## config.mk

```make
export PLATFORM = sky130hd
export DESIGN_NAME = nlm_norm_div_flat
export DESIGN_NICKNAME = d
export VERILOG_FILES = /design/src/rtl/nlm_pkg.sv /design/src/rtl/nlm_norm_div_if.sv /design/src/rtl/nlm_div_step.sv /design/src/rtl/nlm_norm_div.sv /design/src/flat_wrapper.sv
export SDC_FILE = /design/constraint.sdc
export NUM_CORES = 1
export LEC_CHECK = 0
export CAP_MARGIN = 20
export CORE_ASPECT_RATIO = 0.75
export CORE_MARGIN = 10
export CORE_UTILIZATION = 62
export CTS_BUF_LIST = sky130_fd_sc_hd__clkbuf_16
export CTS_CLUSTER_SIZE = 16
export DETAILED_ROUTE_END_ITERATION = 12
export GPL_TIMING_DRIVEN = 0
export PLACE_DENSITY_LB_ADDON = 0.08
export RECOVER_POWER = 100
export SETUP_SLACK_MARGIN = 0.02
export SLEW_MARGIN = 40
export SYNTH_ARGS = -nofsm -noshare
export SYNTH_HDL_FRONTEND = slang
export SYNTH_HIERARCHICAL = 1
export SYNTH_SLANG_ARGS = --single-unit
```

## constraint.sdc

```tcl
create_clock -name clk -period 5.9 [get_ports clk]
set_clock_uncertainty 0.2 [all_clocks]
set_input_delay 0.885 -clock clk [delete_from_list [all_inputs] [get_ports clk]]
set_output_delay 0.885 -clock clk [all_outputs]
set_load 0.05 [all_outputs]
```

## src/rtl/nlm_pkg.sv

```systemverilog
// Shared constants and state encoding for the NLM denoise pipeline
// (PE chain widths, normalisation divider iteration count and FSM states).
package nlm_pkg;

    localparam int DATA_WIDTH       = 16;
    localparam int PIX_SUM_WIDTH    = 32;
    localparam int WEIGHT_SUM_WIDTH = 32;

    // The rounded dividend carries one extra bit, so the divider walks every one of them.
    localparam int DIV_ITERS = PIX_SUM_WIDTH + 1;

    typedef enum logic [1:0] {
        IDLE = 2'd0,
        DIV  = 2'd1,
        DONE = 2'd2
    } nlm_div_state_t;

endpackage

```

## src/rtl/nlm_norm_div_if.sv

```systemverilog
// Input (sum pair) and output (pixel) handshakes of the normalisation stage.
interface nlm_norm_div_if;
    import nlm_pkg::*;

    logic                        in_valid_i;
    logic                        in_ready_o;
    logic [PIX_SUM_WIDTH-1:0]    pix_sum_i;
    logic [WEIGHT_SUM_WIDTH-1:0] weight_sum_i;
    logic [DATA_WIDTH-1:0]       center_pix_i;
    logic                        out_valid_o;
    logic                        out_ready_i;
    logic [DATA_WIDTH-1:0]       pix_o;
    logic                        div0_o;
    logic                        sat_o;

    modport master (
        output in_valid_i, pix_sum_i, weight_sum_i, center_pix_i, out_ready_i,
        input  in_ready_o, out_valid_o, pix_o, div0_o, sat_o
    );

    modport slave (
        input  in_valid_i, pix_sum_i, weight_sum_i, center_pix_i, out_ready_i,
        output in_ready_o, out_valid_o, pix_o, div0_o, sat_o
    );

endinterface

```

## src/rtl/nlm_div_step.sv

```systemverilog
// One combinational restoring-division step: shift in a dividend bit,
// subtract the divisor when it fits, and report the resulting quotient bit.
module nlm_div_step
    import nlm_pkg::*;
#(
    parameter int DIVISOR_W = WEIGHT_SUM_WIDTH
) (
    input  logic [DIVISOR_W:0]   i_rem,
    input  logic                 i_dividendBit,
    input  logic [DIVISOR_W-1:0] i_divisor,
    output logic [DIVISOR_W:0]   o_rem,
    output logic                 o_quotBit
);

    logic [DIVISOR_W:0] w_shifted;
    logic [DIVISOR_W:0] w_diff;

    assign w_shifted = {i_rem[DIVISOR_W-1:0], i_dividendBit};
    assign w_diff    = w_shifted - {1'b0, i_divisor};

    // A set remainder MSB means the shifted value overflowed the window and certainly exceeds the divisor.
    assign o_quotBit = i_rem[DIVISOR_W] | (w_shifted >= {1'b0, i_divisor});
    assign o_rem     = o_quotBit ? w_diff : w_shifted;

endmodule

```

## src/rtl/nlm_norm_div.sv

```systemverilog
// NLM normalisation: round(pix_sum / weight_sum) by an iterative restoring
// divider, with zero-weight fallback to the centre pixel and output saturation.
module nlm_norm_div
    import nlm_pkg::*;
(
    input  logic          clk,
    input  logic          rst_n,
    nlm_norm_div_if.slave bus
);

    localparam int REM_W = WEIGHT_SUM_WIDTH + 1;
    localparam int CNT_W = $clog2(DIV_ITERS + 1);
    localparam logic [CNT_W-1:0] LAST_STEP = CNT_W'(DIV_ITERS - 1);

    nlm_div_state_t              r_state;
    logic [DIV_ITERS-1:0]        r_dividend;
    logic [WEIGHT_SUM_WIDTH-1:0] r_divisor;
    logic [REM_W-1:0]            r_rem;
    logic [DIV_ITERS-1:0]        r_quot;
    logic [CNT_W-1:0]            r_cnt;
    logic                        r_outValid;
    logic [DATA_WIDTH-1:0]       r_pix;
    logic                        r_div0;
    logic                        r_sat;

    logic [DIV_ITERS-1:0]        w_dividendRounded;
    logic [REM_W-1:0]            w_remNext;
    logic                        w_quotBit;
    logic [DIV_ITERS-1:0]        w_quotNext;
    logic                        w_quotOverflow;

    // Pre-adding half the divisor turns the truncating divide into round-half-up; the extra bit prevents wrap.
    assign w_dividendRounded = {1'b0, bus.pix_sum_i} + DIV_ITERS'(bus.weight_sum_i >> 1);

    nlm_div_step #(
        .DIVISOR_W (WEIGHT_SUM_WIDTH)
    ) u_step (
        .i_rem         (r_rem),
        .i_dividendBit (r_dividend[DIV_ITERS-1]),
        .i_divisor     (r_divisor),
        .o_rem         (w_remNext),
        .o_quotBit     (w_quotBit)
    );

    assign w_quotNext     = {r_quot[DIV_ITERS-2:0], w_quotBit};
    assign w_quotOverflow = |w_quotNext[DIV_ITERS-1:DATA_WIDTH];

    // DONE is entered one cycle early on the zero-weight path; out_valid follows a cycle later.
    always_ff @(posedge clk) begin
        if (!rst_n) begin
            r_state    <= IDLE;
            r_dividend <= '0;
            r_divisor  <= '0;
            r_rem      <= '0;
            r_quot     <= '0;
            r_cnt      <= '0;
            r_outValid <= 1'b0;
            r_pix      <= '0;
            r_div0     <= 1'b0;
            r_sat      <= 1'b0;
        end else begin
            case (r_state)
                IDLE: begin
                    if (bus.in_valid_i) begin
                        if (bus.weight_sum_i != '0) begin
                            r_dividend <= w_dividendRounded;
                            r_divisor  <= bus.weight_sum_i;
                            r_rem      <= '0;
                            r_quot     <= '0;
                            r_cnt      <= '0;
                            r_state    <= DIV;
                        end else begin
                            r_pix   <= bus.center_pix_i;
                            r_div0  <= 1'b1;
                            r_sat   <= 1'b0;
                            r_state <= DONE;
                        end
                    end
                end
                DIV: begin
                    r_dividend <= r_dividend << 1;
                    r_rem      <= w_remNext;
                    r_quot     <= w_quotNext;
                    r_cnt      <= r_cnt + 1'b1;
                    if (r_cnt == LAST_STEP) begin
                        r_state    <= DONE;
                        r_outValid <= 1'b1;
                        r_div0     <= 1'b0;
                        if (w_quotOverflow) begin
                            r_pix <= '1;
                            r_sat <= 1'b1;
                        end else begin
                            r_pix <= w_quotNext[DATA_WIDTH-1:0];
                            r_sat <= 1'b0;
                        end
                    end
                end
                DONE: begin
                    if (!r_outValid) begin
                        r_outValid <= 1'b1;
                    end else if (bus.out_ready_i) begin
                        r_outValid <= 1'b0;
                        r_state    <= IDLE;
                    end
                end
                default: begin
                    r_state <= IDLE;
                end
            endcase
        end
    end

    assign bus.in_ready_o  = (r_state == IDLE) && rst_n;
    assign bus.out_valid_o = r_outValid;
    assign bus.pix_o       = r_pix;
    assign bus.div0_o      = r_div0;
    assign bus.sat_o       = r_sat;

endmodule

```

## src/flat_wrapper.sv

```systemverilog
// flat-port wrapper written by rule: the top's interface ports become plain ports
module nlm_norm_div_flat import nlm_pkg::*;
  (clk, rst_n, bus_in_valid_i, bus_pix_sum_i, bus_weight_sum_i, bus_center_pix_i, bus_out_ready_i, bus_in_ready_o, bus_out_valid_o, bus_pix_o, bus_div0_o, bus_sat_o);
  nlm_norm_div_if bus_i ();
  input  logic clk;
  input  logic rst_n;
  input wire logic [$bits(bus_i.in_valid_i)-1:0] bus_in_valid_i;
  input wire logic [$bits(bus_i.pix_sum_i)-1:0] bus_pix_sum_i;
  input wire logic [$bits(bus_i.weight_sum_i)-1:0] bus_weight_sum_i;
  input wire logic [$bits(bus_i.center_pix_i)-1:0] bus_center_pix_i;
  input wire logic [$bits(bus_i.out_ready_i)-1:0] bus_out_ready_i;
  output wire logic [$bits(bus_i.in_ready_o)-1:0] bus_in_ready_o;
  output wire logic [$bits(bus_i.out_valid_o)-1:0] bus_out_valid_o;
  output wire logic [$bits(bus_i.pix_o)-1:0] bus_pix_o;
  output wire logic [$bits(bus_i.div0_o)-1:0] bus_div0_o;
  output wire logic [$bits(bus_i.sat_o)-1:0] bus_sat_o;
  assign bus_i.in_valid_i = bus_in_valid_i;
  assign bus_i.pix_sum_i = bus_pix_sum_i;
  assign bus_i.weight_sum_i = bus_weight_sum_i;
  assign bus_i.center_pix_i = bus_center_pix_i;
  assign bus_i.out_ready_i = bus_out_ready_i;
  assign bus_in_ready_o = bus_i.in_ready_o;
  assign bus_out_valid_o = bus_i.out_valid_o;
  assign bus_pix_o = bus_i.pix_o;
  assign bus_div0_o = bus_i.div0_o;
  assign bus_sat_o = bus_i.sat_o;
  nlm_norm_div u_core (.clk(clk), .rst_n(rst_n), .bus(bus_i));
endmodule
```

==> results of run 1 <==
-- final cells by class --
type	instances	area (sq um)	share of cell area, %
sequential	157	3140	26.9
clock inverter	15	208	1.78
timing repair buffer	103	1030	8.83
clock buffer	17	425	3.64
buffer	75	352	3.01
inverter	53	199	1.70
tap	205	256	2.20
multi-input combinational	1006	6060	51.9
-- sequential cells by signal, summed over array words and instances (netlist names) --
name                    count
u_core/r_dividend          33
u_core/r_rem               33
u_core/r_divisor           32
u_core/r_quot              32
u_core/bus.pix_o           16
u_core/r_cnt                6
u_core/r_state              2
u_core/bus.div0_o           1
u_core/bus.out_valid_o      1
u_core/bus.sat_o            1
-- routing by layer --
metal	track usage, %	vias up	wire length (microns)
met3	5.42	55	2530
li1	-	4846	-
met1	37.2	4664	13300
met5	0	-	0
met2	44.2	458	14000
met4	9.88	0	645
-- worst max-delay path: stages --
cell	delay [ps]
dlygate4sd3_1	600
inv_1	110
clkbuf_1	460
clkbuf_1	580
nor3_1	90
dlygate4sd3_1	800
-- report_power, final --
group          internal, mW  leakage (nW)  switching [mW]  total [mW]
clock network         0.682         0.312           0.493        1.18
registers              1.18          1.28          0.0831        1.26
logic                 0.939          3.15            1.35        2.29
-- cell families (layout without fill, tap and decap cells) --
group	after synthesis	count (layout)	synth area share, %
compound gates	414	414	27.0
xor+xnor	54	54	4.85
fa+ha+maj	67	67	8.74
buf+inv	128	263	5.68
flops	157	157	32.2
mux	10	10	1.24
simple gates	461	461	20.3
-- placed cells by master (no fill, tap or decap), types with 5 or more instances in the layout --
cell type          n
clkbuf_16         17
dfxtp_1          157
nand4_1           11
and3_1             8
a211oi_1           6
nor2b_1            8
nand2_1          229
o21ai_1            6
clkbuf_1          63
mux2i_1            5
clkdlybuf4s50_1   80
o21bai_1           8
a21o_1            20
inv_1             53
a311oi_1           7
nor4_1            14
nor2_1           132
dlygate4sd3_1     23
a211o_1            6
xor2_1            22
nand2b_1           5
nand3_1           19
nor3_1            15
a31oi_1           33
o211ai_1           6
o21ai_0           68
a22oi_1           55
xnor2_1           32
ha_1              65
a21oi_1          151
-- worst min path at each step --
stage,endpoint,from
6_report,u_core/r_divisor[27],u_core/r_divisor[27]
4_1_cts,u_core/r_dividend[2],u_core/r_dividend[2]
3_5_place_dp,u_core/r_quot[6],u_core/r_quot[6]
2_1_floorplan,u_core/r_dividend[2],u_core/r_dividend[2]
5_1_grt,u_core/r_divisor[27],u_core/r_divisor[27]
3_3_place_gp,u_core/r_quot[2],u_core/r_quot[2]
==> flow_summary.json, run 1 <==
{
  "cap_violations": 0,
  "synthesis.instances": 1291,
  "synth_edf_count": 0,
  "stdcell_area_sq_um": 11700,
  "hp-class": "flip-flop to flip-flop",
  "cts.clk_slew.worst_paths_ps": 70,
  "dp.cells": 1599,
  "timing.rr.start": "u_core/r_dividend[32]",
  "hold_viol_final": 0,
  "status": "finished, final reports clean",
  "num_rows": 39,
  "pin_count": 104,
  "synth_area_leader_cell": "dfxtp_1",
  "initial_core_util_pct": 63.7,
  "setup_slack_ps": 1280,
  "finalCoreUtilization_pct": 76.2,
  "synth-seq-area-share_pct": 32.2,
  "dr.pass1.iters": 5,
  "antenna_found_initial": 0,
  "synth_ff_type": "dfxtp_1",
  "ctsResizeCount": 0,
  "setup_viol": 0,
  "grt_pass1_vias": 9520,
  "rrSetupSlack_ps": 2030,
  "cp.arrival_ps": 3540,
  "routed_via_density": 6.15,
  "place.gp.congestion": 0.952,
  "cp_max_fo": 10,
  "crit_required_ps": 4820,
  "die_w_microns": 165,
  "power_density_nw_per_um2": 404,
  "drt-total-wl_mm": 30.5,
  "drv_slew": 0,
  "yosys_warnings": 6,
  "crit_path_end_kind": "primary output",
  "synthToLayoutAreaGrowth_pct": 19.6,
  "detail-route-antenna-nets": 0,
  "grt-ovfl-total": 0,
  "die_area_sq_um": 21200,
  "synthTopCellsByArea": "dfxtp_1 (32%), nand2_1 (8.8%), ha_1 (8.3%)",
  "ys_ff_latch": 157,
  "vias": 10000,
  "dpl-instance-area_sq_um": 11100,
  "r2r_cells": 14,
  "clock-sinks": 157,
  "cp-startpoint": "rst_n",
  "worstHoldPathCells": 2,
  "grt_max_degree": 17,
  "htreeDepth": 4,
  "final.period_utilization_pct": 78.4,
  "worstReg2RegEnd": "u_core/r_rem[30]",
  "holdWs_ps": 254,
  "p_leak_nw": 4.74,
  "grt_setup_unrepaired": "false",
  "timing.fmax_ghz": 0.216,
  "clockBufferDepth": 2,
  "antennaDiodeCount": 0,
  "slew-limit-headroom_pct": 38.6,
  "p_total_mw": 4.72,
  "fillers": 1203,
  "nets": 1564,
  "io_buffers": 103,
  "peakVddDrop_uv": 224,
  "wl_per_cell_microns": 18.7,
  "grt_pass1_wl_mm": 48.0,
  "cts_setup_buffers": 0,
  "setup.worst_path.class": "input pin to primary output",
  "worstMarginPinSlew_ps": 912,
  "min_period_ps": 4620,
  "layoutNonFillerInstCount": 1631,
  "drt_iter0_drc": 1143,
  "syn_avg_cell_area_sq_um": 7.56,
  "numCtsBuffers": 17,
  "pre_cts_ws_ps": 1510,
  "syn_area_sq_um": 9760,
  "cts-root-buf": "clkbuf_16",
  "endpoint": "bus_in_ready_o",
  "tns_ps": 0,
  "cts-hold-fix-buffers": 0,
  "yosysUniqueCellTypes": 77,
  "drc": 0,
  "syn-num-nets": 1442,
  "async_flop_share_pct": 0,
  "synth_top_area_share_pct": 32.2,
  "synth_commonest_cells": "nand2_1 (229), dfxtp_1 (157), a21oi_1 (151), nor2_1 (132), ha_1 (65)",
  "clk_latency_ps": 430,
  "die_y_microns": 129,
  "synth.most_common_cell": "nand2_1",
  "track_usage_pct": 27.9,
  "dp_hpwl_mm": 22.8,
  "tritoncts": "done",
  "core_area_sq_um": 15300,
  "startpoint_type": "input pin",
  "drive_gt1_share_pct": 4.35
}
Note: power is estimated with default switching activity, not from simulation.
==> run 2: changes to the inputs <==
Settings changed: CORE_UTILIZATION 62 to 52.
Clock period 5.9 ns to 4.1 ns, I/O delays scaled along.
==> flow_summary.json, run 2 (synthesis results as in run 1) <==
{
  "status": "finished, final reports clean",
  "die_y_microns": 139,
  "largest_registers": "u_core/r_dividend (33), u_core/r_rem (33)",
  "timing.fmax_ghz": 0.254,
  "clockBufferDepth": 2,
  "dp_hpwl_mm": 23.3,
  "cp_max_fo": 10,
  "tns_ps": 0,
  "place.gp.congestion": 0.924,
  "max_stage_delay_ps": 740,
  "grt_pass1_wl_mm": 48.7,
  "setup_viol": 0,
  "busiest_layer": "met2",
  "cts-hold-fix-buffers": 0,
  "pre_cts_ws_ps": 95.7,
  "setup.worst_path.class": "input pin to primary output",
  "startpoint_type": "input pin",
  "drv_slew": 0,
  "wl_per_cell_microns": 18.1,
  "routed_via_density": 5.90,
  "worstHoldPathCells": 2,
  "hold_viol_final": 0,
  "drt-total-wl_mm": 30.3,
  "antenna_found_initial": 1,
  "dpl-instance-area_sq_um": 11100,
  "slowest_stage": "clkdlybuf4s50_1",
  "initial_core_util_pct": 52.9,
  "dp.cells": 1641,
  "worstHoldEndpoint": "u_core/r_divisor[16]",
  "clk_latency_ps": 430,
  "grt_setup_unrepaired": "false",
  "worstMarginPinSlew_ps": 946,
  "p_leak_nw": 4.71,
  "htreeDepth": 4,
  "detail-route-antenna-nets": 0,
  "die_w_microns": 178,
  "grt_use_met3_pct": 4.68,
  "grt-ovfl-total": 0,
  "ctsResizeCount": 0,
  "peakVddDrop_uv": 364,
  "cap_violations": 0,
  "drive_gt1_share_pct": 4.14,
  "crit_path_end_kind": "primary output",
  "tritoncts": "done",
  "track_usage_pct": 24.2,
  "cts_setup_buffers": 0,
  "pin_count": 104,
  "crit_required_ps": 3280,
  "cp_cell_sequence": "clkdlybuf4s50_1 > inv_1 > clkbuf_1 > clkbuf_1 > nor3_1 > clkdlybuf4s50_1",
  "vias": 9884,
  "cts-root-buf": "clkbuf_16",
  "use_met1_pct": 33.5,
  "r2r_cells": 13,
  "setup_slack_ps": 159,
  "min_period_ps": 3940,
  "final_common_cell": "nand2_1",
  "holdWs_ps": 256,
  "timing.rr.start": "u_core/r_divisor[9]",
  "numCtsBuffers": 17,
  "hold_path.startpoint": "u_core/r_divisor[16]",
  "final.period_utilization_pct": 96.1,
  "grtUsageMet2_pct": 37.3,
  "worstReg2RegEnd": "u_core/r_rem[27]",
  "synthToLayoutAreaGrowth_pct": 19.6,
  "core_area_sq_um": 18500,
  "power_density_nw_per_um2": 567,
  "layoutNonFillerInstCount": 1674,
  "slew-limit-headroom_pct": 36.3,
  "nets": 1564,
  "grt_pass1_vias": 9194,
  "grt_max_degree": 17,
  "die_area_sq_um": 24700,
  "io_buffers": 103,
  "drc": 0,
  "rrSetupSlack_ps": 390,
  "clock-sinks": 157,
  "cts.clk_slew.worst_paths_ps": 60,
  "hp-class": "flip-flop to flip-flop",
  "dr.pass1.iters": 6,
  "cp.arrival_ps": 3130,
  "layout_common_cells": "nand2_1 (229), dfxtp_1 (157), a21oi_1 (151), nor2_1 (132), clkdlybuf4s50_1 (82)",
  "drt_iter0_drc": 991,
  "num_rows": 43,
  "stdcell_area_sq_um": 11700
}
[run 2: cell types whose count changed in the layout (fill, tap and decap cells not counted), sizes merged]
cell | before | now
inv | 59 | 63
clkinv | 6 | 3
bufinv | 3 | 1
clkdlybuf4s50 | 80 | 82
dlygate4sd3 | 23 | 21
clkinvlp | 0 | 1
diode | 0 | 1
[run 2: power by group]
| group | internal [mW] | switching [mW] |
|---|---|---|
| Combinational | 1.33 | 1.89 |
| Sequential | 1.69 | 0.116 |
| Clock | 0.860 | 0.721 |
| Total | 3.88 | 2.73 |
[run 2: worst max path at each step]
stage,from,depth (start not counted),slack (ps),to
2_1_floorplan,u_core/r_divisor[12],14,960,u_core/r_rem[24]
3_3_place_gp,bus_weight_sum_i[5],9,110,u_core/r_rem[30]
3_5_place_dp,bus_weight_sum_i[5],9,100,u_core/r_rem[25]
4_1_cts,rst_n,6,200,bus_in_ready_o
5_1_grt,u_core/r_divisor[9],13,80,u_core/r_rem[27]
6_report,rst_n,6,160,bus_in_ready_o
[run 2: stage by stage]
| step | utilization [%] | power, mW |
|---|---|---|
| floorplan | - | 4.27 |
| global placement | 60.1 | 5.00 |
| detailed placement | 60.2 | 5.02 |
| CTS | 63.3 | 6.62 |
| global route | 63.2 | 7.03 |
| finish | 63.2 | 6.61 |
[run 2: per-layer routing]
metal  wire length, microns  share of wire (%)
met5                      0                  0
met4                    493                1.6
met3                   1790                5.9
met2                  13700                 45
met1                  14400                 47
[run 2: layout make-up]
type	instances	area [sq um]
Tap cell	247	309
Fill cell	1722	6790
Clock buffer	17	425
Inverter	53	199
Sequential cell	157	3140
Clock inverter	15	153
Buffer	75	352
Antenna cell	1	2.50
Multi-Input combinational cell	1006	6050
Timing Repair Buffer	103	1030
[run 2: worst max-delay path, delay by kind of cell]
kind / cells / cell delay (ps)
and+or+nand+nor: 1 / 90
buffers and inverters: 5 / 2420
